[config.mk]
export PLATFORM = sky130hd
export DESIGN_NAME = muldiv_seq
export DESIGN_NICKNAME = d
export VERILOG_FILES = /design/src/rtl/muldiv_seq.sv
export SDC_FILE = /design/constraint.sdc
export NUM_CORES = 1
export LEC_CHECK = 0
export CORE_MARGIN = 5
export CORE_UTILIZATION = 45
export DETAILED_ROUTE_END_ITERATION = 12
export GPL_TIMING_DRIVEN = 0
export PLACE_DENSITY = 0.6
export SYNTH_ARGS = -nofsm -noshare
export SYNTH_HDL_FRONTEND = slang
export SYNTH_SLANG_ARGS = --single-unit
[constraint.sdc]
create_clock -name clk_i -period 8.9 [get_ports clk_i]
set_input_delay 1.78 -clock clk_i [delete_from_list [all_inputs] [get_ports clk_i]]
set_output_delay 1.78 -clock clk_i [all_outputs]
set_load 0.02 [all_outputs]
[src/rtl/muldiv_seq.sv]
// Iterative RV32M multiply/divide sequencer for the execute stage.
// One operation at a time: radix-2 shift-add multiply or restoring shift-subtract divide,
// WIDTH iterations, then a one-cycle result strobe. Divide-by-zero and signed overflow
// bypass the iterations and finish the cycle after start.
//
// Ports:
//   clk_i, rst_i     clock, synchronous active-high reset
//   start_i          M-op present in execute (level, held while stall_o=1)
//   funct3_i         0 MUL, 1 MULH, 2 MULHSU, 3 MULHU, 4 DIV, 5 DIVU, 6 REM, 7 REMU
//   op1_i, op2_i     rs1 / rs2 values
//   flush_i          abort the current operation
//   stall_o          stall request to the pipeline controller
//   result_o         result, valid only while result_valid_o=1
//   result_valid_o   one-cycle result strobe
//   busy_o           sequencer not idle
`timescale 1ns/1ps

module muldiv_seq #(
  parameter int unsigned WIDTH = 32,
  parameter int unsigned CNT_W = 6
) (
  input  logic             clk_i,
  input  logic             rst_i,
  input  logic             start_i,
  input  logic [2:0]       funct3_i,
  input  logic [WIDTH-1:0] op1_i,
  input  logic [WIDTH-1:0] op2_i,
  input  logic             flush_i,
  output logic             stall_o,
  output logic [WIDTH-1:0] result_o,
  output logic             result_valid_o,
  output logic             busy_o
);

  typedef enum logic [1:0] {StIdle, StBusy, StDone} state_e;

  state_e               state_q;
  logic [CNT_W-1:0]     cnt_q;
  logic [2:0]           op_q;
  logic                 neg_q;
  // Multiply: {partial product high, multiplier being shifted out}.
  // Divide:   {partial remainder, dividend shifting out / quotient shifting in}.
  logic [2*WIDTH-1:0]   acc_q;
  logic [WIDTH-1:0]     opb_q;  // multiplicand or divisor magnitude
  logic [WIDTH-1:0]     result_q;
  logic                 valid_q;

  // Start-time decode
  logic             signed1, signed2, sign1, sign2, neg_start;
  logic [WIDTH-1:0] mag1, mag2;
  logic             div_zero, div_ovf;
  logic [WIDTH-1:0] special_val;

  always_comb begin
    signed1   = (funct3_i == 3'd1) | (funct3_i == 3'd2) | (funct3_i == 3'd4) |
                (funct3_i == 3'd6);
    signed2   = (funct3_i == 3'd1) | (funct3_i == 3'd4) | (funct3_i == 3'd6);
    sign1     = signed1 & op1_i[WIDTH-1];
    sign2     = signed2 & op2_i[WIDTH-1];
    mag1      = sign1 ? -op1_i : op1_i;
    mag2      = sign2 ? -op2_i : op2_i;
    // Remainder takes the dividend's sign; everything else the XOR of both.
    neg_start = (funct3_i == 3'd6) ? sign1 : (sign1 ^ sign2);
    div_zero  = funct3_i[2] & (op2_i == '0);
    div_ovf   = funct3_i[2] & ~funct3_i[0] & (op1_i == {1'b1, {(WIDTH-1){1'b0}}}) &
                (op2_i == '1);
    // funct3[1] separates REM/REMU from DIV/DIVU
    if (funct3_i[1]) special_val = div_zero ? op1_i : '0;
    else             special_val = div_zero ? '1 : op1_i;
  end

  // One iteration step and final result selection
  logic [WIDTH:0]       mul_sum, div_trial;
  logic [2*WIDTH-1:0]   acc_step, prod_fix;
  logic [WIDTH-1:0]     quo_fix, rem_fix, final_val;

  always_comb begin
    mul_sum   = {1'b0, acc_q[2*WIDTH-1:WIDTH]} + {1'b0, opb_q};
    div_trial = acc_q[2*WIDTH-1:WIDTH-1] - {1'b0, opb_q};
    if (op_q[2]) begin
      // Borrow out of the trial subtraction means restore (keep the shifted remainder).
      acc_step = div_trial[WIDTH] ? {acc_q[2*WIDTH-2:0], 1'b0}
                                  : {div_trial[WIDTH-1:0], acc_q[WIDTH-2:0], 1'b1};
    end else begin
      acc_step = acc_q[0] ? {mul_sum, acc_q[WIDTH-1:1]} : {1'b0, acc_q[2*WIDTH-1:1]};
    end
    prod_fix = neg_q ? -acc_step : acc_step;
    quo_fix  = neg_q ? -acc_step[WIDTH-1:0] : acc_step[WIDTH-1:0];
    rem_fix  = neg_q ? -acc_step[2*WIDTH-1:WIDTH] : acc_step[2*WIDTH-1:WIDTH];
    if (op_q[2])               final_val = op_q[1] ? rem_fix : quo_fix;
    else if (op_q[1:0] == 2'd0) final_val = prod_fix[WIDTH-1:0];
    else                       final_val = prod_fix[2*WIDTH-1:WIDTH];
  end

  always_ff @(posedge clk_i) begin
    if (rst_i) begin
      state_q  <= StIdle;
      cnt_q    <= '0;
      op_q     <= '0;
      neg_q    <= 1'b0;
      acc_q    <= '0;
      opb_q    <= '0;
      result_q <= '0;
      valid_q  <= 1'b0;
    end else if (flush_i) begin
      state_q <= StIdle;
      cnt_q   <= '0;
      valid_q <= 1'b0;
    end else begin
      unique case (state_q)
        StIdle: begin
          valid_q <= 1'b0;
          if (start_i) begin
            op_q  <= funct3_i;
            neg_q <= neg_start;
            cnt_q <= '0;
            if (div_zero | div_ovf) begin
              result_q <= special_val;
              valid_q  <= 1'b1;
              state_q  <= StDone;
            end else begin
              acc_q   <= {{WIDTH{1'b0}}, (funct3_i[2] ? mag1 : mag2)};
              opb_q   <= funct3_i[2] ? mag2 : mag1;
              state_q <= StBusy;
            end
          end
        end
        StBusy: begin
          acc_q <= acc_step;
          cnt_q <= cnt_q + 1'b1;
          if (cnt_q == CNT_W'(WIDTH - 1)) begin
            result_q <= final_val;
            valid_q  <= 1'b1;
            state_q  <= StDone;
          end
        end
        StDone: begin
          valid_q <= 1'b0;
          state_q <= StIdle;
        end
        default: state_q <= StIdle;
      endcase
    end
  end

  // The pipeline advances in the DONE cycle, so the stall drops there.
  assign stall_o        = start_i & (state_q != StDone) & ~flush_i;
  assign result_o       = result_q;
  assign result_valid_o = valid_q;
  assign busy_o         = (state_q != StIdle);

endmodule

==> reports/results.ini, run 1 <==
[sta]
final-hold-violation-count=0
rsz0062_at_grt=no
fmax_mhz=129
relSlewSlack_pct=12.7
finClkSkew_ns=0.0184
setup_viol=0
whs_ns=0.453
slew_viol_final=0
min_period_ns=7.78
worstMarginPinSlew_ns=1.30
post-route-period-util_pct=87.4
setup_tns_ns=0

[flow_run]
drv_cap=0

[global_route]
grt_usage_pct=40.2
grt_pass1_wl_mm=126
antenna_found_initial=3
grt_start_max_net_pins=17
grt_pass1_vias=19100
grt-ovfl-total=0

[power]
p_leak_uw=0.00701
power.density_mw_per_mm2=134
p_int_uw=1450
switching_share_pct=43.2
pwr-share-clk_pct=31.1
combPwrFrac_pct=41.5
p_sw_uw=1100
ir_worst_vdd_mv=0.118
seq_power_share_pct=27.4

[synth]
yosys_warnings=0
synth.area.top_cells=dfxtp_1 17%, a21oi_1 6.3%, nand2_1 6.3%
netlist_area_mm2=0.0168
yosysMostFrequentCell=nand2_1
synth_commonest_cells=282 x nand2_1, 264 x nor2_1, 212 x a21oi_1, 166 x o21ai_0, 141 x dfxtp_1
synth-seq-cells=141
synth_ff_type=dfxtp_1
synth_edf_count=0
synth.distinct_cells=100
syn_inst=2414
yosys.area.top_type=dfxtp_1
async_flop_share_pct=0
synth_top_area_share_pct=16.8
synth_seq_area_share_pct=16.8
avgSynthCellArea_um2=6.96
syn-num-nets=2561

[placed_design]
portBuffers=102
globalplace.congestion=1.07
place_hpwl_mm=70.7

[clock_network]
cts_hold_buf=0
cts_tree=built
post_cts_resize_count=0
insertion_delay_ns=0.45
post_cts_buffers=0
cts_inserted_buffers=17
ctsLongestPathBuffers=2
htree_levels=4
cts-root-buf=clkbuf_16
cts_num_sinks=141
cts.reportedPaths.clkPinSlew_ns=0.07

[floorplanning]
die_w_um=203
dieArea_mm2=0.0413
io_pins=106
die_h_um=203
initial_core_util_pct=45.8
coreArea_mm2=0.0367
row_count=70

[routing]
avgRoutedWirePerCell_um=28.6
firstDrtPassIters=8
finalWirelength_mm=86.4
vias=20600
drtAntennaViolNets=0
drc=0
viasPerCell=6.81
drtIter0Drc=2917

[hold_path]
hold_path_class=flip-flop to flip-flop

[critical_path]
endpoint_kind=flip-flop
critPathCapture=result_o[0]
start_kind=flip-flop
critical_path_arrival_ns=8.14
path_max_fanout=9
worstPathRequired_ns=9.26
setup.worst_path.start=acc_q[31]
criticalPathCategory=flip-flop to flip-flop
ff2ff_path_depth=23
r2r_slack_ns=1.12
r2r-end=result_o[0]
worstReg2RegStart=acc_q[31]

[finish]
layout-drive-gt1-share_pct=4.75
fillers=3783
areaGrowthSynthToFinish_pct=13.3
nNetsFinal=2682

[status]
status=finished clean

-- worst max-delay path, cell delays in order, from the launching register on --
cell      delay, ns
dfxtp_1        0.47
inv_1          0.08
ha_1           0.23
inv_1          0.08
fa_1           0.23
a211oi_1       0.14
o211ai_1       0.53
nand2_2        0.18
a2111o_1       0.41
buf_6          0.16
a21oi_4        0.46
nor3_4         0.20
a21oi_1        0.37
ha_1           0.27
o211ai_1       0.24
or4b_2         0.85
nand4b_1       0.40
nor2_1         0.45
nor2_1         0.29
xnor2_1        0.22
nor2_1         0.05
o311ai_0       0.79
o21ai_0        0.30
a211oi_1       0.29
-- logic make-up after synthesis --
group	after synthesis	synth area share, %
simple gates	893	25.2
compound gates	804	31.9
buf+inv	239	5.81
xor+xnor	144	7.51
flops	141	16.8
fa+ha+maj	97	7.00
mux	96	5.87
-- worst min-delay path by stage --
stage | to | slack (ns) | depth (start not counted) | from
6_report | result_o[15] | 0.45 | 2 | result_o[15]
5_1_grt | result_o[7] | 0.48 | 2 | result_o[7]
4_1_cts | result_o[15] | 0.46 | 2 | result_o[15]
3_5_place_dp | result_o[15] | 0.45 | 2 | result_o[15]
2_1_floorplan | acc_q[20] | 0.45 | 2 | acc_q[20]
3_3_place_gp | result_o[15] | 0.44 | 2 | result_o[15]
-- metrics by stage --
stage | utilization, % | setup WS (ns) | instances | power, uW | instance area (um2)
after detailed placement | 50.1 | 1.57 | 2984 | 1720 | 18400
after floorplan | - | 3.67 | 2414 | 1310 | 16800
after global placement | 50.1 | 1.53 | 2984 | 1710 | 18400
after CTS | 51.9 | 1.52 | 3016 | 2490 | 19000
final | 51.9 | 1.12 | 3018 | 2550 | 19000
after global routing | 51.9 | 0.890 | 3016 | 2610 | 19000
-- flip-flops by register name, summed over array words and instances, names as in the netlist --
| signal | count |
|---|---|
| acc_q | 64 |
| opb_q | 32 |
| result_o | 32 |
| cnt_q | 6 |
| op_q | 3 |
| state_q | 2 |
| neg_q | 1 |
| result_valid_o | 1 |
-- cells in the final DEF, fill, tap and decap left out, drive strengths merged, types with 23 or more instances in the layout --
cell type / synthesis / final
clkdlybuf4s50: 0 / 102
nand2: 286 / 286
xor2: 72 / 72
nor4: 30 / 30
mux2i: 85 / 85
clkbuf: 120 / 140
nand3: 52 / 52
nor2: 265 / 265
xnor2: 72 / 72
a21oi: 214 / 214
buf: 42 / 42
inv: 75 / 78
o21ai: 177 / 177
o211ai: 51 / 51
a22oi: 29 / 29
a31oi: 25 / 25
o31ai: 31 / 31
nand4: 41 / 41
ha: 74 / 74
or3: 23 / 23
nor3: 65 / 65
dfxtp: 141 / 141
a21o: 31 / 31
a211oi: 68 / 68
-- metal layers --
layer	vias up	wire, um	track usage [%]
li1	9187	-	-
met2	1412	36900	61.7
met1	9649	32700	51.0
met4	0	6230	23.1
met5	-	0	0
met3	319	10600	10.6
-- power groups by stage --
stage	registers, uW	logic [uW]	clock network (uW)
floorplan	696	618	0
global placement	708	1000	0
detailed placement	709	1010	0
CTS	695	1010	780
global route	700	1100	807
finish	699	1060	794
-- cell type report --
| type | instances | area [um2] | area share, % |
|---|---|---|---|
| clock inverters | 12 | 159 | 0.835 |
| diodes | 2 | 5.00 | 0.0263 |
| repair buffers | 102 | 1020 | 5.36 |
| multi-input cells | 2034 | 13000 | 68.3 |
| plain buffers | 162 | 687 | 3.61 |
| clock buffers | 20 | 467 | 2.45 |
| well taps | 468 | 586 | 3.08 |
| flip-flops and latches | 141 | 2820 | 14.8 |
| inverters | 77 | 289 | 1.52 |
(Power assumes the default switching activity.)
==> run 2: changes to the inputs <==
Clock period 8.9 ns to 8.4 ns, I/O delays scaled along.
==> results of run 2 <==
Same layout as run 1 (identical final DEF). Status: finished clean.
Among the figures that moved: setup slack after placement 1.57 ns -> 1.07 ns; setup slack after layout 1.12 ns -> 0.623 ns; register-to-register setup slack 1.12 ns -> 0.62 ns; total power 2550 uW -> 2700 uW; worst IR drop on VDD 0.118 mV -> 0.125 mV
